<file path="config.mk">
export PLATFORM = sky130hd
export DESIGN_NAME = div_seq_flat
export DESIGN_NICKNAME = d
export VERILOG_FILES = /design/src/rtl/div_seq_if.sv /design/src/rtl/div_seq.sv /design/src/flat_wrapper.sv
export SDC_FILE = /design/constraint.sdc
export NUM_CORES = 1
export LEC_CHECK = 0
export ABC_AREA = 1
export BUFFER_PORTS_ARGS = -buffer_cell sky130_fd_sc_hd__buf_4
export CAP_MARGIN = 20
export CORE_MARGIN = 3
export CORE_UTILIZATION = 60
export DETAILED_ROUTE_END_ITERATION = 7
export HOLD_SLACK_MARGIN = 0.12
export MAX_ROUTING_LAYER = met4
export PLACE_DENSITY = 0.81
export RECOVER_POWER = 100
export SLEW_MARGIN = 20
export SYNTH_ARGS = -nofsm -noshare
export SYNTH_HDL_FRONTEND = slang
export SYNTH_SLANG_ARGS = --single-unit
</file>
<file path="constraint.sdc">
create_clock -name clk -period 9.5 [get_ports clk]
set_clock_uncertainty 0.2 [all_clocks]
set_input_delay 0.95 -clock clk [delete_from_list [all_inputs] [get_ports clk]]
set_output_delay 0.95 -clock clk [all_outputs]
set_load 0.05 [all_outputs]
</file>
<file path="src/rtl/div_seq_if.sv">
// EX-stage <-> divider bundle. EX drives the operands and the start/annul controls.
// The divider returns {HI,LO}, a ready flag and the stall request.
interface div_seq_if #(
    parameter int DATA_W = 32
) ();
    logic                  signed_div_i;
    logic [DATA_W-1:0]     opdata1_i;
    logic [DATA_W-1:0]     opdata2_i;
    logic                  start_i;
    logic                  annul_i;
    logic [2*DATA_W-1:0]   result_o;
    logic                  ready_o;
    logic                  stallreq_o;

    modport master (
        output signed_div_i, opdata1_i, opdata2_i, start_i, annul_i,
        input  result_o, ready_o, stallreq_o
    );

    modport slave (
        input  signed_div_i, opdata1_i, opdata2_i, start_i, annul_i,
        output result_o, ready_o, stallreq_o
    );
endinterface

</file>
<file path="src/rtl/div_seq.sv">
// Multi-cycle radix-2 restoring divider for DIV/DIVU: one quotient bit per clock,
// stalls the pipeline until {remainder, quotient} is ready; a flush aborts it.
module div_seq #(
    parameter int DATA_W = 32
) (
    input  logic      clk,
    input  logic      rst,
    div_seq_if.slave  bus
);
    localparam int CNT_W = $clog2(DATA_W);
    localparam logic [CNT_W-1:0] CNT_LAST = CNT_W'(DATA_W - 1);

    typedef enum logic [1:0] {
        ST_IDLE   = 2'd0,
        ST_BYZERO = 2'd1,
        ST_RUN    = 2'd2,
        ST_DONE   = 2'd3
    } state_t;

    state_t                state_q, state_d;
    logic [CNT_W-1:0]      cnt_q, cnt_d;
    logic [DATA_W-1:0]     rem_q, rem_d;
    logic [DATA_W-1:0]     quot_q, quot_d;
    logic [DATA_W-1:0]     dvsr_q, dvsr_d;
    logic                  neg_quot_q, neg_quot_d;
    logic                  neg_rem_q, neg_rem_d;
    logic [2*DATA_W-1:0]   result_q, result_d;
    logic                  ready_q, ready_d;

    logic [DATA_W:0]       shifted_s;
    logic [DATA_W:0]       diff_s;
    logic                  borrow_s;
    logic [DATA_W-1:0]     rem_next_s;
    logic [DATA_W-1:0]     quot_next_s;

    function automatic logic [DATA_W-1:0] abs_val(input logic [DATA_W-1:0] v, input logic en);
        if (en && v[DATA_W-1]) begin
            abs_val = {DATA_W{1'b0}} - v;
        end else begin
            abs_val = v;
        end
    endfunction

    function automatic logic [DATA_W-1:0] cond_neg(input logic [DATA_W-1:0] v, input logic en);
        if (en) begin
            cond_neg = {DATA_W{1'b0}} - v;
        end else begin
            cond_neg = v;
        end
    endfunction

    // One restoring step; the MSB of the (DATA_W+1)-bit difference is the borrow.
    always_comb begin
        shifted_s   = {rem_q, quot_q[DATA_W-1]};
        diff_s      = shifted_s - {1'b0, dvsr_q};
        borrow_s    = diff_s[DATA_W];
        rem_next_s  = borrow_s ? shifted_s[DATA_W-1:0] : diff_s[DATA_W-1:0];
        quot_next_s = {quot_q[DATA_W-2:0], ~borrow_s};
    end

    // Next-state and datapath control.
    always_comb begin
        state_d    = state_q;
        cnt_d      = cnt_q;
        rem_d      = rem_q;
        quot_d     = quot_q;
        dvsr_d     = dvsr_q;
        neg_quot_d = neg_quot_q;
        neg_rem_d  = neg_rem_q;
        result_d   = result_q;
        ready_d    = ready_q;

        case (state_q)
            ST_IDLE: begin
                ready_d  = 1'b0;
                result_d = {(2*DATA_W){1'b0}};
                if (bus.start_i && !bus.annul_i) begin
                    if (bus.opdata2_i == {DATA_W{1'b0}}) begin
                        state_d = ST_BYZERO;
                    end else begin
                        quot_d     = abs_val(bus.opdata1_i, bus.signed_div_i);
                        dvsr_d     = abs_val(bus.opdata2_i, bus.signed_div_i);
                        neg_quot_d = bus.signed_div_i &
                                     (bus.opdata1_i[DATA_W-1] ^ bus.opdata2_i[DATA_W-1]);
                        neg_rem_d  = bus.signed_div_i & bus.opdata1_i[DATA_W-1];
                        rem_d      = {DATA_W{1'b0}};
                        cnt_d      = {CNT_W{1'b0}};
                        state_d    = ST_RUN;
                    end
                end else begin
                    state_d = ST_IDLE;
                end
            end
            ST_BYZERO: begin
                if (bus.annul_i) begin
                    state_d = ST_IDLE;
                end else begin
                    state_d  = ST_DONE;
                    ready_d  = 1'b1;
                    result_d = {(2*DATA_W){1'b0}};
                end
            end
            ST_RUN: begin
                // A flush wins even over the final iteration.
                if (bus.annul_i) begin
                    state_d  = ST_IDLE;
                    ready_d  = 1'b0;
                    result_d = {(2*DATA_W){1'b0}};
                end else begin
                    rem_d  = rem_next_s;
                    quot_d = quot_next_s;
                    cnt_d  = cnt_q + CNT_W'(1);
                    if (cnt_q == CNT_LAST) begin
                        state_d  = ST_DONE;
                        ready_d  = 1'b1;
                        result_d = {cond_neg(rem_next_s, neg_rem_q),
                                    cond_neg(quot_next_s, neg_quot_q)};
                    end else begin
                        state_d = ST_RUN;
                    end
                end
            end
            ST_DONE: begin
                if (bus.annul_i || !bus.start_i) begin
                    state_d  = ST_IDLE;
                    ready_d  = 1'b0;
                    result_d = {(2*DATA_W){1'b0}};
                end else begin
                    state_d = ST_DONE;
                end
            end
            default: begin
                state_d  = ST_IDLE;
                ready_d  = 1'b0;
                result_d = {(2*DATA_W){1'b0}};
            end
        endcase
    end

    // State and datapath registers with synchronous reset.
    always_ff @(posedge clk) begin
        if (rst) begin
            state_q    <= ST_IDLE;
            cnt_q      <= {CNT_W{1'b0}};
            rem_q      <= {DATA_W{1'b0}};
            quot_q     <= {DATA_W{1'b0}};
            dvsr_q     <= {DATA_W{1'b0}};
            neg_quot_q <= 1'b0;
            neg_rem_q  <= 1'b0;
            result_q   <= {(2*DATA_W){1'b0}};
            ready_q    <= 1'b0;
        end else begin
            state_q    <= state_d;
            cnt_q      <= cnt_d;
            rem_q      <= rem_d;
            quot_q     <= quot_d;
            dvsr_q     <= dvsr_d;
            neg_quot_q <= neg_quot_d;
            neg_rem_q  <= neg_rem_d;
            result_q   <= result_d;
            ready_q    <= ready_d;
        end
    end

    assign bus.result_o   = result_q;
    assign bus.ready_o    = ready_q;
    assign bus.stallreq_o = bus.start_i & ~ready_q;
endmodule

</file>
<file path="src/flat_wrapper.sv">
// flat-port wrapper written by rule: the top's interface ports become plain ports
module div_seq_flat 
#(
    parameter int DATA_W = 32
)
  (clk, rst, bus_signed_div_i, bus_opdata1_i, bus_opdata2_i, bus_start_i, bus_annul_i, bus_result_o, bus_ready_o, bus_stallreq_o);
  div_seq_if #(.DATA_W(DATA_W)) bus_i ();
  input  logic clk;
  input  logic rst;
  input wire logic [$bits(bus_i.signed_div_i)-1:0] bus_signed_div_i;
  input wire logic [$bits(bus_i.opdata1_i)-1:0] bus_opdata1_i;
  input wire logic [$bits(bus_i.opdata2_i)-1:0] bus_opdata2_i;
  input wire logic [$bits(bus_i.start_i)-1:0] bus_start_i;
  input wire logic [$bits(bus_i.annul_i)-1:0] bus_annul_i;
  output wire logic [$bits(bus_i.result_o)-1:0] bus_result_o;
  output wire logic [$bits(bus_i.ready_o)-1:0] bus_ready_o;
  output wire logic [$bits(bus_i.stallreq_o)-1:0] bus_stallreq_o;
  assign bus_i.signed_div_i = bus_signed_div_i;
  assign bus_i.opdata1_i = bus_opdata1_i;
  assign bus_i.opdata2_i = bus_opdata2_i;
  assign bus_i.start_i = bus_start_i;
  assign bus_i.annul_i = bus_annul_i;
  assign bus_result_o = bus_i.result_o;
  assign bus_ready_o = bus_i.ready_o;
  assign bus_stallreq_o = bus_i.stallreq_o;
  div_seq #(.DATA_W(DATA_W)) u_core (.clk(clk), .rst(rst), .bus(bus_i));
endmodule
</file>
---- Word level (Yosys, flattened, before mapping) ----
Index checks and enable logic that the tools add are counted.
word-level totals
  bits in registers ....................... 170
  bits of input ports ..................... 69
  logic and storage cells ................. 78
cells by class
  $add $sub $neg .......................... 6
  equal/unequal tests ..................... 10
  muxes and demuxes ....................... 34
  bitwise operators ....................... 7
  reductions and logical operators ........ 12
operators by type and width
  operator               count
  $mux 32                11
  $mux 64                4
  $pmux 64 s4            1
  $pmux 32 s2            2
  $sub 1x32->32 const A  4
  $sub 33x32->33         1
  $logic_not 32->1       1
  $mux 5                 3
  $mux 2                 5
  $pmux 5 s2             1
  $pmux 2 s4             1
  $ne 2x2->1 const B     3
  $reduce_and 3->1       2
  $add 5x1->5 const B    1
  $eq 5x5->1 const B     1
  $mux 1                 5
  $eq 2x2->1 const B     2
  $ne 2x1->1 const B     2
  $pmux 1 s4             1
  $reduce_and 4->1       1
  $and 1x1->1            3
  $logic_and 1x1->1      3
  $ne 3x2->1 const B     1
  $not 1->1              3
  6 further kinds        7

---- Depth between registers and ports, before layout ----
Gate-level depths: netlist of the first run.
  word-level depth ........................ 7
  mapped depth ............................ 32

---- Worst setup path before layout of the first run ----
OpenSTA, ideal clock, no wires.
  path kind ............................... reg2reg
  start point ............................. register u_core.quot_q[31]
  end point ............................... register u_core.result_q[24], in the netlist u_core.bus.result_o[24]
  library setup time ...................... 0.132 ns
  arrival ................................. 3.862 ns
  required time ........................... 9.168 ns
  path slack .............................. 5.306 ns
  stages on the path, launching flop included .. 32
  buffers on the path ..................... 3
  path through ............................ dfxtp_1 -> inv_1 -> ha_1 -> inv_1 -> fa_1 -> nand2_1 -> nand2_1 -> nand3_1 -> nand2_2 -> nand2_2 -> nand2_4 -> nand2_4 -> nand3_4 -> nand2_4 -> buf_8 -> buf_8 -> buf_2 -> ha_1 -> nand2_1 -> nor3_1 -> nand3_1 -> inv_1 -> nand3_1 -> nor2_1 -> inv_1 -> nor3_1 -> inv_1 -> nor2_1 -> a21oi_1 -> o21ai_0 -> a21o_1 -> a21oi_1
on the way
  word-level cells in the longest chain between the ends .. 7
RTL lines
  what                    line            source
  start, declared         div_seq.sv:23   logic [DATA_W-1:0] quot_q, quot_d;
  start signal, assigned  div_seq.sv:146  quot_q <= {DATA_W{1'b0}};
  start signal, assigned  div_seq.sv:156  quot_q <= quot_d;
  $sub 33x32->33          div_seq.sv:55   diff_s = shifted_s - {1'b0, dvsr_q};
  $not 1->1               div_seq.sv:58   quot_next_s = {quot_q[DATA_W-2:0], ~borrow_s};
  $sub 1x32->32           div_seq.sv:46   cond_neg = {DATA_W{1'b0}} - v;
  $mux 32                 div_seq.sv:45   if (en) begin
  $mux 64                 div_seq.sv:113  if (cnt_q == CNT_LAST) begin
  $mux 64                 div_seq.sv:105  if (bus.annul_i) begin
  $pmux 64 s4             div_seq.sv:73   case (state_q)
  end signal, assigned    div_seq.sv:150  result_q <= {(2*DATA_W){1'b0}};
  end signal, assigned    div_seq.sv:160  result_q <= result_d;
  end, declared           div_seq.sv:27   logic [2*DATA_W-1:0] result_q, result_d;
No other way between the ends. The select of a mux whose other input is x is not followed.
A chain may end at the register's enable or synchronous reset.

---- Final worst setup path of the first run ----
  start point ............................. input bus_opdata2_i[1]
  end point ............................... register u_core.quot_q[18]
on the way
  word-level cells in the longest chain between the ends .. 3
RTL lines
  what                               line                source
  start, declared                    flat_wrapper.sv:12  input wire logic [$bits(bus_i.opdata2_i)-1:0] bus_opdata2_i;
  $logic_not 32->1                   div_seq.sv:78       if (bus.opdata2_i == {DATA_W{1'b0}}) begin
  $ne 2x2->1 (no source line)        --
  $reduce_and 4->1 (no source line)  --
No other way between the ends.

==> metrics.cfg, run 1 <==
[run_status]
outcome=finished, violations left
violations=max-capacitance violations, max-slew violations

[logic_synthesis]
yosys_register_bits=170
syn-cell-area_mm2=0.0130
synthTopCellsByArea=dfxtp_1 (26%), nand2_1 (20%), inv_1 (8.1%)
yosys_warnings=0
synth_ff_type=dfxtp_1
yosysTopAreaCell=dfxtp_1
avgSynthCellArea_um2=5.99
async_reset_ff_frac=0
ys_seq_area_frac=0.262
synth_top_area_frac=0.262
syn_nets=2282
synth_edf_count=0
syn-instance-count=2169
yosysUniqueCellTypes=51

[placement]
dp_hpwl_um=31500
place.gp.congestion=1.03
portBuffers=134

[setup_path]
critPathKind=primary input to register
cp-end-kind=register
required_ps=9640
setup.worst_path.start_class=primary input
crit_fanout=69
reg2reg_setup_slack_ps=3430
crit_arrival_ps=6390

[job]
drv_cap=3

[route]
wl_per_cell_um=16.0
firstDrtPassIters=5
route.vias.total=14200
drc=0
drtIter0Drc=1301
ant_nets=0
drt-total-wl_um=40500
via_per_inst=5.61

[global_route]
grt.overflow.total=0
gr-usage-all-layers=0.348
grt_pass1_wl_um=65500
grt_pass1_vias=13300
antenna_found_initial=0
grt_max_degree=70

[clocking]
clock_sinks=170
clkSlewWorstSetupHoldPaths_ps=80
clk_path_buf_depth=2
h-tree-depth=4
cts_made_buffers=17
clk_latency_ps=440
cts_setup_buffers=0
cts_tree=done
root_buffer=clkbuf_16
postCtsHoldBufs=0
cts_resized=0

[timing]
slew_viol_final=180
maxSlewHeadroom=-1.05
fmax_mhz=160
finalCritPeriodShare=0.658
worst_pin_slew_ps=3080
fin_crit_ps=6250
hold_viol=0
rsz0062_at_grt=false
tns_ps=0
setup_viol=0

[pwr]
p_leak_nw=6.94
switchingPower_mw=0.691
intPower_mw=1.24
seq_power_share=0.393
p_clk_frac=0.359
ir_drop_v=0.000119
p_total_mw=1.93
p_per_area_mw_per_mm2=134
comb_power_share=0.248
p_sw_frac=0.359

[die]
die_w_um=153
dieArea_mm2=0.0235
boundaryPins=135
core_area_mm2=0.0212
die_h_um=153
initial_utilization=0.614
rows=53

[cells_and_area]
area_delta_synth_final_pct=10.3
antenna_cells=0
layout_commonest_cell=nand2_1
drive_gt1_frac=0.0849
final_cell_mix=nand2_1 (693), inv_1 (279), a21oi_1 (208)
nets=2362

[hold_path]
min_path_type=register to register

[metrics by stage]
step	worst slack [ps]	hold WS (ps)	utilization	std cells	cell area, um^2
after CTS	4810	268	0.690	2536	14600
final	3250	266	0.678	2536	14300
after global routing	2600	289	0.678	2536	14300
after global placement	4560	250	0.663	2505	14000
after detailed placement	4440	255	0.663	2505	14000
after floorplan	5310	232	-	2169	13000
[layer usage]
layer,track usage,vias up,part of all wire
met1,0.456,6423,0.43
met2,0.563,588,0.47
met5,-,-,0
li1,-,7103,-
met3,0.0354,104,0.067
met4,0.120,0,0.032
[cell families after synthesis]
group,count (synthesis),synth area share
flops,170,0.262
xor+xnor,70,0.0472
compound gates,394,0.164
fa+ha+maj,44,0.0429
buf+inv,369,0.113
simple gates,1122,0.371
[synthesized netlist by cell type, types with 2 or more instances]
cell / number
nand2_1: 692
inv_1: 281
a21oi_1: 207
dfxtp_1: 170
nor2_1: 153
nand3_1: 127
o21ai_0: 112
clkbuf_1: 59
xor2_1: 49
ha_1: 43
nand2_2: 33
nand4_1: 30
nor3_1: 27
a31oi_1: 21
xnor2_1: 21
nor2_2: 12
nand3b_1: 10
o21ai_1: 10
buf_2: 9
or2_2: 9
inv_2: 8
o211ai_1: 8
o31ai_1: 8
nand2_4: 7
o21bai_1: 6
nor4_1: 5
o21ai_2: 5
nand3_2: 4
o22ai_1: 4
a211oi_1: 3
a21o_1: 3
a21oi_2: 3
and3_1: 3
buf_4: 3
buf_8: 3
nor2_4: 3
buf_1: 2
buf_6: 2
nor3b_1: 2
[path summary, 6_finish.rpt]
| path | from | end | depth (start not counted) |
|---|---|---|---|
| hold reg to reg | u_core.bus.result_o[62] | u_core.bus.result_o[62] | 2 |
| setup / recovery | bus_opdata2_i[1] | u_core.quot_q[18] | 15 |
| setup reg to reg | u_core.state_q[0] | u_core.bus.result_o[31] | 11 |
| hold / removal | u_core.bus.result_o[62] | u_core.bus.result_o[62] | 2 |
[worst max-delay path: stages]
cell	delay [ps]
clkbuf_4	110
inv_1	90
ha_1	160
nor3b_1	240
nand3b_1	140
nor3_1	280
nand4_1	160
nor2_1	170
nor3_1	80
nand2_1	650
o21ai_0	400
o21ai_4	150
clkbuf_1	2190
o21ai_0	340
a21oi_1	250
[power by group through the flow]
stage               combinational [mW]  sequential (mW)  clock [mW]
floorplan                        0.329            0.774           0
global placement                 0.463            0.772           0
detailed placement               0.468            0.773           0
CTS                              0.471            0.757       0.692
global route                     0.532            0.761       0.721
finish                           0.478            0.758       0.692
[state kept, by name, indices dropped and copies added, names as in the netlist]
name and count:
u_core.bus.ready_o 1, u_core.bus.result_o 64, u_core.cnt_q 5, u_core.dvsr_q 32
u_core.neg_quot_q 1, u_core.neg_rem_q 1, u_core.quot_q 32, u_core.rem_q 32
u_core.state_q 2
[final cells by class]
cell class              instances  area (um^2)
flip-flops and latches        170         3400
fillers                      2056         6820
clock buffers                  17          425
repair buffers                140          796
well taps                     275          344
inverters                     290         1090
multi-input cells            1630         8120
clock inverters                14          159
(Power assumes the default switching activity.)
==> inputs of run 2 (changes only) <==
- ABC_AREA: 1 -> 0
- PLACE_DENSITY: 0.81 -> 0.82
- clock period: 9.5 -> 6.35 ns (I/O delays scaled with it)
==> metrics.cfg, run 2 <==
[logic_synthesis]
synth_top_family_by_area=compound AO/OA/AOI/OAI gates
synth_common_cells=nand2_1 (189), nor2_1 (175), dfxtp_1 (170)
syn-instance-count=1506
yosysTopAreaCell=dfxtp_1
synth_ff_type=dfxtp_1
synth_top_area_frac=0.296
yosys.area_share.simple=0.221
synth.area.mux_share=0.0191
synth-compound-area-share=0.257
syn_nets=1619
synth_edf_count=0
yosys_warnings=0
synthAdderAreaFrac=0.0485
ys_seq_area_frac=0.296
async_reset_ff_frac=0
synthXorXnorAreaFrac=0.106
yosysUniqueCellTypes=82
synth_most_common_cell=nand2_1
synthTopCellsByArea=dfxtp_1 (30%), nand2_1 (6.2%), nor2_1 (5.7%)
syn-cell-area_mm2=0.0115
yosys_register_bits=170
avgSynthCellArea_um2=7.65

[route]
drtIter0Drc=1126
drt-total-wl_um=35300
drc=1
route.vias.total=11500
ant_nets=0
firstDrtPassIters=8
via_per_inst=6.30
wl_per_cell_um=19.3

[timing]
setup_viol=0
tns_ps=0
slew_viol_final=94
rsz0062_at_grt=false
hold_viol=0
fmax_mhz=190
fin_crit_ps=5270
worst_pin_slew_ps=2570
whs_ps=245
maxSlewHeadroom=-0.711
finalCritPeriodShare=0.830

[clocking]
cts_tree=done
cts_resized=0
root_buffer=clkbuf_16
postCtsHoldBufs=0
clock_sinks=170
cts_setup_buffers=0
clk_path_buf_depth=2
h-tree-depth=4
cts_made_buffers=17
clkSlewWorstSetupHoldPaths_ps=70
clk_latency_ps=440

[global_route]
grt_pass1_vias=10400
grt_max_degree=97
grt_pass1_wl_um=54800
grt.overflow.total=0
antenna_found_initial=1
gr-usage-all-layers=0.338

[die]
die_h_um=145
core_area_mm2=0.0188
dieArea_mm2=0.0209
die_w_um=145
boundaryPins=135
rows=50
initial_utilization=0.613

[cells_and_area]
instances_no_fill=1826
area_delta_synth_final_pct=11.4
final_core_utilization=0.684
drive_gt1_frac=0.0849
largest_reg_flops=64
nets=1691
final_area_mm2=0.0128
layout_commonest_cell=nand2_1
final_cell_mix=nand2_1 (189), nor2_1 (175), dfxtp_1 (170)

[placement]
placed_area_mm2=0.0125
dp_hpwl_um=25900
portBuffers=134
placed_cells=1793
place.gp.congestion=0.994

[setup_path]
required_ps=6430
cp-end-kind=register
crit_arrival_ps=5350
critPathKind=register to register
setup.worst_path.start_class=register
crit_fanout=22

[pwr]
p_sw_frac=0.328
intPower_mw=1.82
switchingPower_mw=0.887
seq_power_share=0.412
p_per_area_mw_per_mm2=211
p_leak_nw=4.88
ir_drop_v=0.000202
comb_power_share=0.196
p_clk_frac=0.392

[hold_path]
min_path_type=primary input to register

[run_status]
outcome=finished, violations left
violations=design-rule violations, max-capacitance violations, max-slew violations

[job]
drv_cap=2

-- run 2: layout make-up --
cell class / count / area [um^2]
multi-input combinational: 1184 / 7480
fill: 1704 / 5940
sequential: 170 / 3400
timing repair buffer: 148 / 845
clock buffer: 18 / 439
tap: 234 / 293
inverter: 57 / 216
clock inverter: 14 / 154
antenna: 1 / 2.50
-- run 2: power groups by stage --
stage                     Combinational (mW)  Clock (mW)  Sequential, mW
final                                  0.530        1.06            1.12
after global routing                   0.577        1.10            1.12
after floorplan                        0.365           0            1.13
after detailed placement               0.517           0            1.14
after CTS                              0.521        1.06            1.12
after global placement                 0.513           0            1.14
-- run 2: kinds of logic after synthesis --
kind of cell,count (synthesis)
adder cells (fa/ha/maj),44
buffers and inverters,152
multiplexers,21
AND/OR/NAND/NOR,543
flip-flops,170
AO/OA/AOI/OAI,437
XOR/XNOR,139
-- run 2: worst max-delay path: stages, from the launching register on --
cell and delay (ps):
dfxtp_1 350, inv_1 60, ha_1 190, inv_1 70
fa_1 200, a211oi_1 110, o21a_1 290, a2111oi_4 510
o21ai_0 240, a21boi_0 690, nor2_8 90, inv_4 230
o21ai_0 180, inv_1 90, ha_1 250, nand4_1 150
nor3_1 260, o2111ai_1 310, o41ai_1 390, xor2_1 160
o21ai_0 80
-- run 2: worst paths after layout --
path	from	endpoint	slack (ps)	cells after the start
worst max-delay path	u_core.quot_q[31]	u_core.bus.result_o[62]	1080	20
worst min-delay path	bus_annul_i	u_core.state_q[0]	250	2
worst max register to register	u_core.quot_q[31]	u_core.bus.result_o[62]	1080	20
worst min register to register	u_core.bus.result_o[35]	u_core.bus.result_o[35]	250	2
-- run 2: layer usage --
layer	share of wire	vias to the layer above	GRT usage	routed length [um]
met5	0	-	-	0
met4	0.019	0	0.0805	663
met3	0.074	66	0.0450	2620
met2	0.45	524	0.519	15900
met1	0.46	5352	0.473	16100
li1	-	5558	-	-
-- run 2: stage by stage --
stage | worst slack (ps) | power (mW)
floorplan | 1870 | 1.50
global placement | 1770 | 1.65
detailed placement | 1710 | 1.66
CTS | 1630 | 2.70
global route | 623 | 2.80
finish | 1080 | 2.71
